**src/rtl/jtframe_debug_pkg.sv**
```systemverilog
// Shared scan-code constants, parser state encoding and key-bit layout
// for the debug keyboard decoder.
package jtframe_debug_pkg;

    typedef enum logic [1:0] {
        IDLE    = 2'd0,
        EXT     = 2'd1,
        BRK     = 2'd2,
        EXT_BRK = 2'd3
    } state_t;

    // Prefix, overrun and keyboard housekeeping bytes
    localparam logic [7:0] SC_EXT   = 8'hE0;
    localparam logic [7:0] SC_BRK   = 8'hF0;
    localparam logic [7:0] SC_OVR0  = 8'h00;
    localparam logic [7:0] SC_OVR1  = 8'hFF;
    localparam logic [7:0] SC_BAT   = 8'hAA;
    localparam logic [7:0] SC_ACK   = 8'hFA;
    localparam logic [7:0] SC_ECHO  = 8'hEE;

    // Key codes (set 2)
    localparam logic [7:0] SC_SHIFT_L = 8'h12;
    localparam logic [7:0] SC_SHIFT_R = 8'h59;
    localparam logic [7:0] SC_CTRL    = 8'h14;
    localparam logic [7:0] SC_KP_PLUS = 8'h79;
    localparam logic [7:0] SC_KP_MIN  = 8'h7B;
    localparam logic [7:0] SC_KP_MUL  = 8'h7C;
    localparam logic [7:0] SC_F9      = 8'h01;
    localparam logic [7:0] SC_F10     = 8'h09;
    localparam logic [7:0] SC_F11     = 8'h78;
    localparam logic [7:0] SC_F12     = 8'h07;
    localparam logic [7:0] SC_D1      = 8'h16;
    localparam logic [7:0] SC_D2      = 8'h1E;
    localparam logic [7:0] SC_D3      = 8'h26;
    localparam logic [7:0] SC_D4      = 8'h25;
    localparam logic [7:0] SC_D5      = 8'h2E;
    localparam logic [7:0] SC_D6      = 8'h36;
    localparam logic [7:0] SC_D7      = 8'h3D;
    localparam logic [7:0] SC_D8      = 8'h3E;

    // Internal held-key bit layout
    localparam int NKEYS = 19;
    localparam int KEY_W = 5;
    typedef logic [KEY_W-1:0] key_sel_t;

    localparam key_sel_t KB_SHIFT_L = 5'd0;
    localparam key_sel_t KB_SHIFT_R = 5'd1;
    localparam key_sel_t KB_CTRL_L  = 5'd2;
    localparam key_sel_t KB_CTRL_R  = 5'd3;
    localparam key_sel_t KB_PLUS    = 5'd4;
    localparam key_sel_t KB_MINUS   = 5'd5;
    localparam key_sel_t KB_RST     = 5'd6;
    localparam key_sel_t KB_GFX0    = 5'd7;   // 7..10
    localparam key_sel_t KB_DIGIT0  = 5'd11;  // 11..18

    function automatic logic is_prefix(input logic [7:0] c);
        return (c == SC_EXT) || (c == SC_BRK);
    endfunction

    function automatic logic is_overrun(input logic [7:0] c);
        return (c == SC_OVR0) || (c == SC_OVR1);
    endfunction

    function automatic logic is_housekeeping(input logic [7:0] c);
        return (c == SC_BAT) || (c == SC_ACK) || (c == SC_ECHO);
    endfunction

endpackage

```
**src/rtl/jtframe_debug_keymap.sv**
```systemverilog
// Combinational map from a scan code (plus extended flag) to the internal
// held-key bit it controls. valid=0 means the code is not tracked.
module jtframe_debug_keymap
    import jtframe_debug_pkg::*;
(
    input  logic [7:0] code,
    input  logic       ext,
    output key_sel_t   sel,
    output logic       valid
);

    // Only E0 14 (right ctrl) is tracked among extended codes
    always_comb begin
        sel   = KB_SHIFT_L;
        valid = 1'b0;
        if (ext) begin
            if (code == SC_CTRL) begin
                sel   = KB_CTRL_R;
                valid = 1'b1;
            end
        end else begin
            valid = 1'b1;
            case (code)
                SC_SHIFT_L: sel = KB_SHIFT_L;
                SC_SHIFT_R: sel = KB_SHIFT_R;
                SC_CTRL:    sel = KB_CTRL_L;
                SC_KP_PLUS: sel = KB_PLUS;
                SC_KP_MIN:  sel = KB_MINUS;
                SC_KP_MUL:  sel = KB_RST;
                SC_F9:      sel = KB_GFX0;
                SC_F10:     sel = KB_GFX0 + 5'd1;
                SC_F11:     sel = KB_GFX0 + 5'd2;
                SC_F12:     sel = KB_GFX0 + 5'd3;
                SC_D1:      sel = KB_DIGIT0;
                SC_D2:      sel = KB_DIGIT0 + 5'd1;
                SC_D3:      sel = KB_DIGIT0 + 5'd2;
                SC_D4:      sel = KB_DIGIT0 + 5'd3;
                SC_D5:      sel = KB_DIGIT0 + 5'd4;
                SC_D6:      sel = KB_DIGIT0 + 5'd5;
                SC_D7:      sel = KB_DIGIT0 + 5'd6;
                SC_D8:      sel = KB_DIGIT0 + 5'd7;
                default:    valid = 1'b0;
            endcase
        end
    end

endmodule

```
**src/rtl/jtframe_debug_keys.sv**
```systemverilog
// PS/2 set-2 parser producing held-key levels for debug controls.
// Optional: define JTFRAME_DEBUG_KEYS_TIMEOUT_EN to abandon a prefix
// sequence (E0/F0) after TIMEOUT idle cycles.
module jtframe_debug_keys
    import jtframe_debug_pkg::*;
#(
    parameter int TIMEOUT = 65535
) (
    input  logic       clk,
    input  logic       rst_n,
    input  logic [7:0] ps2_code,
    input  logic       ps2_valid,
    output logic       shift,
    output logic       ctrl,
    output logic       debug_plus,
    output logic       debug_minus,
    output logic       debug_rst,
    output logic [3:0] key_gfx,
    output logic [7:0] key_digit
);

    state_t           state;
    logic [NKEYS-1:0] key_reg;
    logic [NKEYS-1:0] key_next;
    key_sel_t         map_sel;
    logic             map_valid;
    logic             in_ext;
    logic             in_brk;
    logic             code_overrun;
    logic             fire;
    logic             timed_out;

    assign in_ext       = (state == EXT) || (state == EXT_BRK);
    assign in_brk       = (state == BRK) || (state == EXT_BRK);
    assign code_overrun = is_overrun(ps2_code);

    jtframe_debug_keymap u_keymap (
        .code  (ps2_code),
        .ext   (in_ext),
        .sel   (map_sel),
        .valid (map_valid)
    );

    // A key event happens on a final (non-prefix) byte that maps to a key
    assign fire = ps2_valid && !code_overrun && !is_prefix(ps2_code) && map_valid
                  && !((state == IDLE) && is_housekeeping(ps2_code));

`ifdef JTFRAME_DEBUG_KEYS_TIMEOUT_EN
    localparam int CNT_W = (TIMEOUT < 2) ? 1 : $clog2(TIMEOUT + 1);
    localparam logic [CNT_W-1:0] CNT_MAX = CNT_W'(TIMEOUT);
    logic [CNT_W-1:0] cnt;

    // Count idle cycles spent inside a prefix sequence; any byte restarts it
    always_ff @(posedge clk or negedge rst_n) begin
        if (!rst_n)
            cnt <= '0;
        else if (ps2_valid || state == IDLE)
            cnt <= '0;
        else if (cnt != CNT_MAX)
            cnt <= cnt + 1'b1;
    end

    assign timed_out = !ps2_valid && (state != IDLE) && (cnt == CNT_MAX);
`else
    // TIMEOUT has no effect when prefix states never expire
    logic unused_timeout;
    assign unused_timeout = TIMEOUT[0];
    assign timed_out      = 1'b0;
`endif

    // Next held-key vector: set on make, clear on break, wipe on overrun
    always_comb begin
        key_next = key_reg;
        if (ps2_valid && code_overrun)
            key_next = '0;
        else if (fire)
            key_next[map_sel] = ~in_brk;
    end

    // Held-key bits and outputs, all taken from the same next value
    always_ff @(posedge clk or negedge rst_n) begin
        if (!rst_n) begin
            key_reg     <= '0;
            shift       <= 1'b0;
            ctrl        <= 1'b0;
            debug_plus  <= 1'b0;
            debug_minus <= 1'b0;
            debug_rst   <= 1'b0;
            key_gfx     <= '0;
            key_digit   <= '0;
        end else begin
            key_reg     <= key_next;
            shift       <= key_next[KB_SHIFT_L] | key_next[KB_SHIFT_R];
            ctrl        <= key_next[KB_CTRL_L]  | key_next[KB_CTRL_R];
            debug_plus  <= key_next[KB_PLUS];
            debug_minus <= key_next[KB_MINUS];
            debug_rst   <= key_next[KB_RST];
            key_gfx     <= key_next[KB_GFX0 +: 4];
            key_digit   <= key_next[KB_DIGIT0 +: 8];
        end
    end

    // Prefix parser: tracks E0 / F0 context for the next byte
    always_ff @(posedge clk or negedge rst_n) begin
        if (!rst_n) begin
            state <= IDLE;
        end else if (ps2_valid) begin
            if (code_overrun) begin
                state <= IDLE;
            end else begin
                case (state)
                    IDLE: begin
                        if (ps2_code == SC_EXT)      state <= EXT;
                        else if (ps2_code == SC_BRK) state <= BRK;
                    end
                    EXT: begin
                        if (ps2_code == SC_BRK)      state <= EXT_BRK;
                        else if (ps2_code != SC_EXT) state <= IDLE;
                    end
                    BRK: begin
                        if (ps2_code == SC_EXT)      state <= EXT_BRK;
                        else if (ps2_code != SC_BRK) state <= IDLE;
                    end
                    EXT_BRK: begin
                        if (!is_prefix(ps2_code))    state <= IDLE;
                    end
                    default: state <= IDLE;
                endcase
            end
        end else if (timed_out) begin
            state <= IDLE;
        end
    end

endmodule

```
**config.mk**
```make
export PLATFORM = sky130hd
export DESIGN_NAME = jtframe_debug_keys
export DESIGN_NICKNAME = d
export VERILOG_FILES = /design/src/rtl/jtframe_debug_pkg.sv /design/src/rtl/jtframe_debug_keymap.sv /design/src/rtl/jtframe_debug_keys.sv
export SDC_FILE = /design/constraint.sdc
export NUM_CORES = 1
export LEC_CHECK = 0
export ABC_AREA = 1
export CELL_PAD_IN_SITES_DETAIL_PLACEMENT = 0
export CELL_PAD_IN_SITES_GLOBAL_PLACEMENT = 1
export CORE_AREA = 4 4 76 78
export CTS_BUF_LIST = sky130_fd_sc_hd__clkbuf_4 sky130_fd_sc_hd__clkbuf_8
export CTS_CLUSTER_SIZE = 30
export DETAILED_ROUTE_END_ITERATION = 10
export DIE_AREA = 0 0 80 82
export PLACE_DENSITY = 0.85
export SLEW_MARGIN = 0
export SYNTH_ARGS = -nofsm -noshare
export SYNTH_HDL_FRONTEND = slang
export SYNTH_SLANG_ARGS = --single-unit
```
**constraint.sdc**
```tcl
create_clock -name clk -period 2.4 [get_ports clk]
set_input_delay 0.24 -clock clk [delete_from_list [all_inputs] [get_ports clk]]
set_output_delay 0.24 -clock clk [all_outputs]
set_load 0.03 [all_outputs]
```
==> results of run 1 <==
[power by group through the flow]
stage	clock network, W	logic, W	registers (W)
floorplan	0	0.000410	0.000491
global placement	0	0.000538	0.000507
detailed placement	0	0.000543	0.000508
CTS	0.000260	0.000544	0.000500
global route	0.000282	0.000613	0.000511
finish	0.000251	0.000546	0.000501
[logic make-up after synthesis]
group / synth area share
AND/OR/NAND/NOR: 0.484
AO/OA/AOI/OAI: 0.0735
buffers and inverters: 0.143
flip-flops: 0.299
[worst reg2reg max path: stages, from the launching register on]
cell	delay [ns]
dfrtp_1	0.44
inv_1	0.34
nand4_1	0.24
a21oi_2	0.28
buf_4	0.15
nand3_1	0.09
nand3_1	0.14
nand2_1	0.07
[cells in the final DEF, fill, tap and decap left out, drive strengths merged, types with 2 or more instances in the layout]
cell type      count
nor2              62
clkbuf             4
dfrtp             23
o22ai              6
clkdlybuf4s50     27
a21oi              4
nand2            119
buf               20
nor3               2
nand4              6
o21ai             12
nand3             25
inv               40
[cell usage after synthesis]
| cell | number | area share |
|---|---|---|
| a21oi_2 | 1 | 0.0046 |
| nor2_1 | 52 | 0.10 |
| a21oi_1 | 3 | 0.0078 |
| dfrtp_1 | 23 | 0.30 |
| buf_4 | 12 | 0.047 |
| nand3_1 | 23 | 0.060 |
| nand4_1 | 6 | 0.020 |
| o21ai_1 | 1 | 0.0026 |
| o22ai_1 | 6 | 0.020 |
| buf_2 | 1 | 0.0026 |
| nand2_2 | 4 | 0.013 |
| nor2_2 | 5 | 0.016 |
| inv_1 | 37 | 0.072 |
| inv_2 | 3 | 0.0059 |
| nor3_1 | 2 | 0.0052 |
| nand2_1 | 115 | 0.22 |
| buf_6 | 2 | 0.012 |
| nor2_4 | 4 | 0.023 |
| o2111ai_1 | 1 | 0.0046 |
| o21bai_2 | 1 | 0.0059 |
| clkbuf_1 | 1 | 0.0019 |
| o21ai_0 | 11 | 0.029 |
| buf_1 | 1 | 0.0019 |
| nor2_8 | 1 | 0.010 |
| nand3_2 | 2 | 0.010 |
[per-stage QoR]
step                hold slack (ns)  cells
CTS                           0.331    422
finish                        0.327    422
floorplan                   -0.0556    318
global placement              0.483    418
global route                  0.333    422
detailed placement            0.484    418
[how the worst max path moves through the flow]
stage,from,to,slack (ns),depth (start not counted)
2_1_floorplan,state[0]$_DFFE_PN0P_,key_digit[7]$_DFFE_PN0P_,0.75,9
3_5_place_dp,ps2_code[1],ctrl$_DFF_PN0_,0.005,17
3_3_place_gp,ps2_code[1],ctrl$_DFF_PN0_,0.009,14
4_1_cts,ps2_code[1],ctrl$_DFF_PN0_,0.29,17
5_1_grt,ps2_code[1],ctrl$_DFF_PN0_,-0.002,17
6_report,ps2_code[1],key_reg[14]$_DFFE_PN0P_,0.27,16
[metal layers]
metal | global-route usage | part of all wire | up-vias | routed length (µm)
li1 | - | - | 1047 | -
met1 | 0.208 | 0.52 | 839 | 2280
met2 | 0.233 | 0.45 | 26 | 1970
met3 | 0.0241 | 0.031 | 2 | 135
met4 | 0.0203 | 0.0034 | 0 | 15
met5 | 0 | 0 | - | 0
[cell type report]
cell class / count / area share
Multi-Input combinational cell: 238 / 0.458
Clock buffer: 4 / 0.0206
Inverter: 40 / 0.0634
Tap cell: 70 / 0.0370
Sequential cell: 23 / 0.243
Timing Repair Buffer: 47 / 0.178
[what timing repair did]
action	4_1_cts	5_1_grt
buffers inserted	0	0
gates resized for setup	0	3
setup endpoints to repair	0	3
==> impl_metrics.csv, run 1 <==
group,metric,value,unit
outcome,status,"complete, no violations",
pwr,leakage,1.24,nW
pwr,p_int,0.000774,W
floorplanning,dieArea,0.00656,mm²
pwr,switchingPower,0.000524,W
logic_synthesis,avgSynthCellArea,6.05,µm²
pwr,p_seq_frac,0.386,
sta,worstMarginPinSlew,0.470,ns
floorplanning,start_util,0.379,
sta,setup_viol,0,
clock_network,cts_root_buf,"clkbuf_8",
cells_and_area,diodes,0,
floorplanning,die_w,80,µm
pwr,power,0.00130,W
pwr,power_frac_comb,0.420,
placed_design,pre_cts_slack,0.00453,ns
pwr,pwr_density_cell,548,mW/mm²
pwr,ir_drop,0.286,mV
clock_network,cts.path.max_buffers,2,
critical_path,cp.required,2.59,ns
run,maxCapViolations,0,
floorplanning,die_h,82,µm
critical_path,worstPathMaxFanout,10,
placed_design,gp_congestion,0.879,
critical_path,end_kind,"flip-flop",
cells_and_area,final_cell_area,0.00237,mm²
detailed_routing,vias,1914,
logic_synthesis,synth_seq_area_share,0.299,
critical_path,worst-endpoint-arrival,2.32,ns
grt,grt_pass1_wl,7.67,mm
detailed_routing,ant_nets,0,
clock_network,h-tree-depth,1,
placed_design,place_area,0.00231,mm²
pwr,pwr-share-clk,0.193,
logic_synthesis,synth.net_count,329,
cells_and_area,area_delta_synth_final,23.1,%
pwr,sw_frac_of_total,0.404,
placed_design,io_buffers,27,
critical_path,cp_slowest_cell,"clkdlybuf4s50_1",
detailed_routing,drt_iter0_markers,150,
logic_synthesis,syn_inst,318,
clock_network,clkSinkCount,23,
sta,min_period,2.13,ns
clock_network,cts_tree,"yes",
critical_path,cpPeakStageDelay,0.45,ns
logic_synthesis,yosysWarnings,0,
cells_and_area,register_area,576,µm²
critical_path,crit_path_start_kind,"primary input",
detailed_routing,avgViaCountPerCell,4.54,
critical_path,r2r_end,"ctrl$_DFF_PN0_",
logic_synthesis,synth.cell_area,0.00192,mm²
sta,setup_ws,0.272,ns
grt,grt_pass1_vias,1741,
cells_and_area,largest_reg_flops,18,
sta,skew,0.00319,ns
cells_and_area,fillCellCount,550,
detailed_routing,remaining_drc_errors,0,
worst_hold_path,hold_class,"in2async",
cells_and_area,drive_gt1_frac,0.131,
critical_path,r2r-start,"state[0]$_DFFE_PN0P_",
grt,grt_max_degree,24,
cells_and_area,multi_input_area,0.00108,mm²
sta,maxSlewHeadroom,0.687,
floorplanning,core-area,0.00507,mm²
cells_and_area,nets,364,
sta,maxSlewViolCount,0,
critical_path,crit_chain,"clkdlybuf4s50_1 -> inv_1 -> nand2_1 -> buf_4 -> nor2_1 -> nand2_1 -> nand2_1 -> nor2_1 -> nand2_1 -> nor2_4 -> nand3_2 -> nand3_2 -> buf_4 -> nor2_8 -> inv_2 -> o22ai_1",
detailed_routing,drt-wirelength-per-cell,10.4,µm
floorplanning,ios,28,
floorplanning,std_cell_rows,26,
sta,timing.final.crit_share,0.887,
critical_path,crit_type,"in2reg",
sta,fmax,470,MHz
critical_path,ff2ff_setup_slack,0.55,ns
critical_path,cp_common_cell,"nand2_1",
critical_path,critical_path_buf_inv_count,5,
clock_network,path_clk_slew,0.08,ns
sta,finalSetupTns,0,ns
detailed_routing,wirelength,4.40,mm
sta,hold_viol,0,
critical_path,reg2reg_depth,7,
clock_network,clk-insertion-delay-late,0.27,ns
critical_path,crit_family,"buffers and inverters",
grt,antenna_found_initial,0,
grt,grt_overflow,0,
logic_synthesis,synth_seq_cells,23,
detailed_routing,first_pass_iters,4,
grt,grtUsageTotal,0.145,
cells_and_area,final_util,0.466,
clock_network,cts_buffers,3,
placed_design,hpwl,3.65,mm
clock_network,cts_hold_buffers,0,
logic_synthesis,yosysUniqueCellTypes,25,
Note: power is estimated with default switching activity, not from simulation.
==> inputs of run 2 (changes only) <==
--- a/config.mk
+++ b/config.mk
@@ -8,13 +8,11 @@
 export ABC_AREA = 1
 export CELL_PAD_IN_SITES_DETAIL_PLACEMENT = 0
 export CELL_PAD_IN_SITES_GLOBAL_PLACEMENT = 1
-export CORE_AREA = 4 4 76 78
-export CTS_BUF_LIST = sky130_fd_sc_hd__clkbuf_4 sky130_fd_sc_hd__clkbuf_8
+export CORE_AREA = 4 4 77 79
 export CTS_CLUSTER_SIZE = 30
 export DETAILED_ROUTE_END_ITERATION = 10
-export DIE_AREA = 0 0 80 82
-export PLACE_DENSITY = 0.85
-export SLEW_MARGIN = 0
+export DIE_AREA = 0 0 81 83
+export PLACE_DENSITY = 0.83
 export SYNTH_ARGS = -nofsm -noshare
 export SYNTH_HDL_FRONTEND = slang
 export SYNTH_SLANG_ARGS = --single-unit
==> impl_metrics.csv, run 2 (synthesis results as in run 1) <==
group,metric,value,unit
grt,grt_max_degree,24,
critical_path,end_kind,"flip-flop",
clock_network,clk-insertion-delay-late,0.26,ns
pwr,ir_drop,0.346,mV
cells_and_area,fillCellCount,590,
detailed_routing,ant_nets,0,
sta,fmax,471,MHz
sta,timing.final.crit_share,0.885,
clock_network,cts_root_buf,"clkbuf_8",
pwr,leakage,1.21,nW
critical_path,cp.required,2.55,ns
floorplanning,die_w,81,µm
critical_path,crit_chain,"clkdlybuf4s50_1 -> inv_1 -> nand2_1 -> nor2_1 -> buf_4 -> nand2_1 -> nand2_1 -> nor2_1 -> nand2_1 -> nand2_1 -> nand2_2 -> nor2_4 -> inv_1 -> nor2_1 -> nand3_1 -> nand3_1 -> nand2_1",
grt,grt_pass1_wl,7.89,mm
cells_and_area,largest_reg_flops,18,
clock_network,ctsResizeCount,0,
grt,grt_overflow,0,
run,maxCapViolations,0,
cells_and_area,instances_no_fill,419,
cells_and_area,area_delta_synth_final,20.4,%
grt,antenna_found_initial,0,
detailed_routing,avgViaCountPerCell,4.66,
floorplanning,core-area,0.00534,mm²
cells_and_area,diodes,0,
sta,setup_viol,0,
detailed_routing,wirelength,4.40,mm
sta,finalSetupTns,0,ns
sta,rsz0062_at_grt,"false",
pwr,switchingPower,0.000518,W
pwr,power,0.00127,W
cells_and_area,mostFrequentLayoutCells,"nand2_1 (115), nor2_1 (52), inv_1 (37)",
critical_path,crit_family,"simple AND/OR/NAND/NOR gates",
detailed_routing,drt-wirelength-per-cell,10.5,µm
critical_path,worstPathMaxFanout,6,
sta,maxSlewHeadroom,0.706,
cells_and_area,mostFrequentLayoutCell,"nand2_1",
detailed_routing,remaining_drc_errors,0,
placed_design,io_buffers,27,
sta,worstMarginPinSlew,0.441,ns
clock_network,cts_hold_buffers,0,
clock_network,cts_tree,"yes",
critical_path,crit_path_start_kind,"primary input",
critical_path,cp_slowest_cell,"clkdlybuf4s50_1",
placed_design,gp_congestion,0.863,
detailed_routing,drt_iter0_markers,99,
worst_hold_path,hold_class,"in2async",
placed_design,hpwl,3.70,mm
clock_network,path_clk_slew,0.08,ns
floorplanning,dieArea,0.00672,mm²
pwr,pwr-share-clk,0.190,
floorplanning,start_util,0.360,
clock_network,clkSinkCount,23,
pwr,p_seq_frac,0.393,
pwr,power_frac_comb,0.417,
floorplanning,die_h,83,µm
pwr,p_int,0.000752,W
critical_path,worst-endpoint-arrival,2.28,ns
sta,skew,0.00155,ns
critical_path,critical_path_buf_inv_count,4,
detailed_routing,vias,1953,
cells_and_area,nets,359,
floorplanning,ios,28,
outcome,status,"complete, no violations",
clock_network,post-cts-setup-buffer-count,0,
critical_path,cpPeakStageDelay,0.52,ns
placed_design,dp.cells,415,
floorplanning,std_cell_rows,27,
sta,min_period,2.12,ns
cells_and_area,drive_gt1_frac,0.112,
critical_path,cp_common_cell,"nand2_1",
pwr,pwr_density_cell,548,mW/mm²
sta,maxSlewViolCount,0,
clock_network,cts.path.max_buffers,2,
clock_network,cts_buffers,3,
clock_network,h-tree-depth,1,
pwr,sw_frac_of_total,0.408,
sta,hold_viol,0,
grt,grt_pass1_vias,1893,
grt,grtUsageTotal,0.140,
detailed_routing,first_pass_iters,5,
critical_path,crit_type,"in2reg",
## run 2: changes by cell type in the layout (fill, tap and decap cells not counted), sizes merged
cell / change
buf: -5
## run 2: per-layer routing
layer  routed length (µm)  vias to the layer above  GRT usage
met1                 2220                      876      0.197
li1                     -                     1041          -
met4                   13                        0     0.0154
met2                 2010                       34      0.230
met3                  162                        2     0.0249
met5                    0                        -          0
## run 2: path summary, 6_finish.rpt
| kind | slack, ns | endpoint | depth (start not counted) | startpoint |
|---|---|---|---|---|
| setup / recovery | 0.28 | ctrl$_DFF_PN0_ | 17 | ps2_code[1] |
| hold / removal | 0.33 | key_reg[8]$_DFFE_PN0P_ | 2 | rst_n |
| setup reg to reg | 0.58 | ctrl$_DFF_PN0_ | 7 | state[0]$_DFFE_PN0P_ |
| hold reg to reg | 0.50 | key_reg[15]$_DFFE_PN0P_ | 2 | key_reg[15]$_DFFE_PN0P_ |
| max in group asynchronous | 1.85 | key_reg[0]$_DFF_PN0_ | 2 | rst_n |
| min in group clk | 0.50 | key_reg[15]$_DFFE_PN0P_ | 2 | key_reg[15]$_DFFE_PN0P_ |
## run 2: through the flow
step                      hold slack (ns)  worst slack, ns  cell area, µm²  utilization
after global routing                0.358           0.0185            2320        0.434
final                               0.326            0.276            2320        0.434
after global placement              0.486           0.0270            2270        0.425
after CTS                           0.332            0.282            2320        0.434
after floorplan                   -0.0556            0.749            1920            -
after detailed placement            0.487           0.0157            2270        0.425
## run 2: power groups by stage
stage                     Clock (W)  Sequential, W  Combinational (W)
after detailed placement          0       0.000508           0.000537
final                      0.000241       0.000500           0.000530
after floorplan                   0       0.000491           0.000410
after CTS                  0.000250       0.000500           0.000538
after global routing       0.000266       0.000508           0.000600
after global placement            0       0.000508           0.000524
## run 2: cell type report
cell class,instances,area (µm²),share of cell area
repair buffers,42,383,0.165
well taps,72,90.1,0.0389
inverters,40,150,0.0648
clock buffers,4,45.0,0.0194
multi-input cells,238,1070,0.463
flip-flops and latches,23,576,0.249
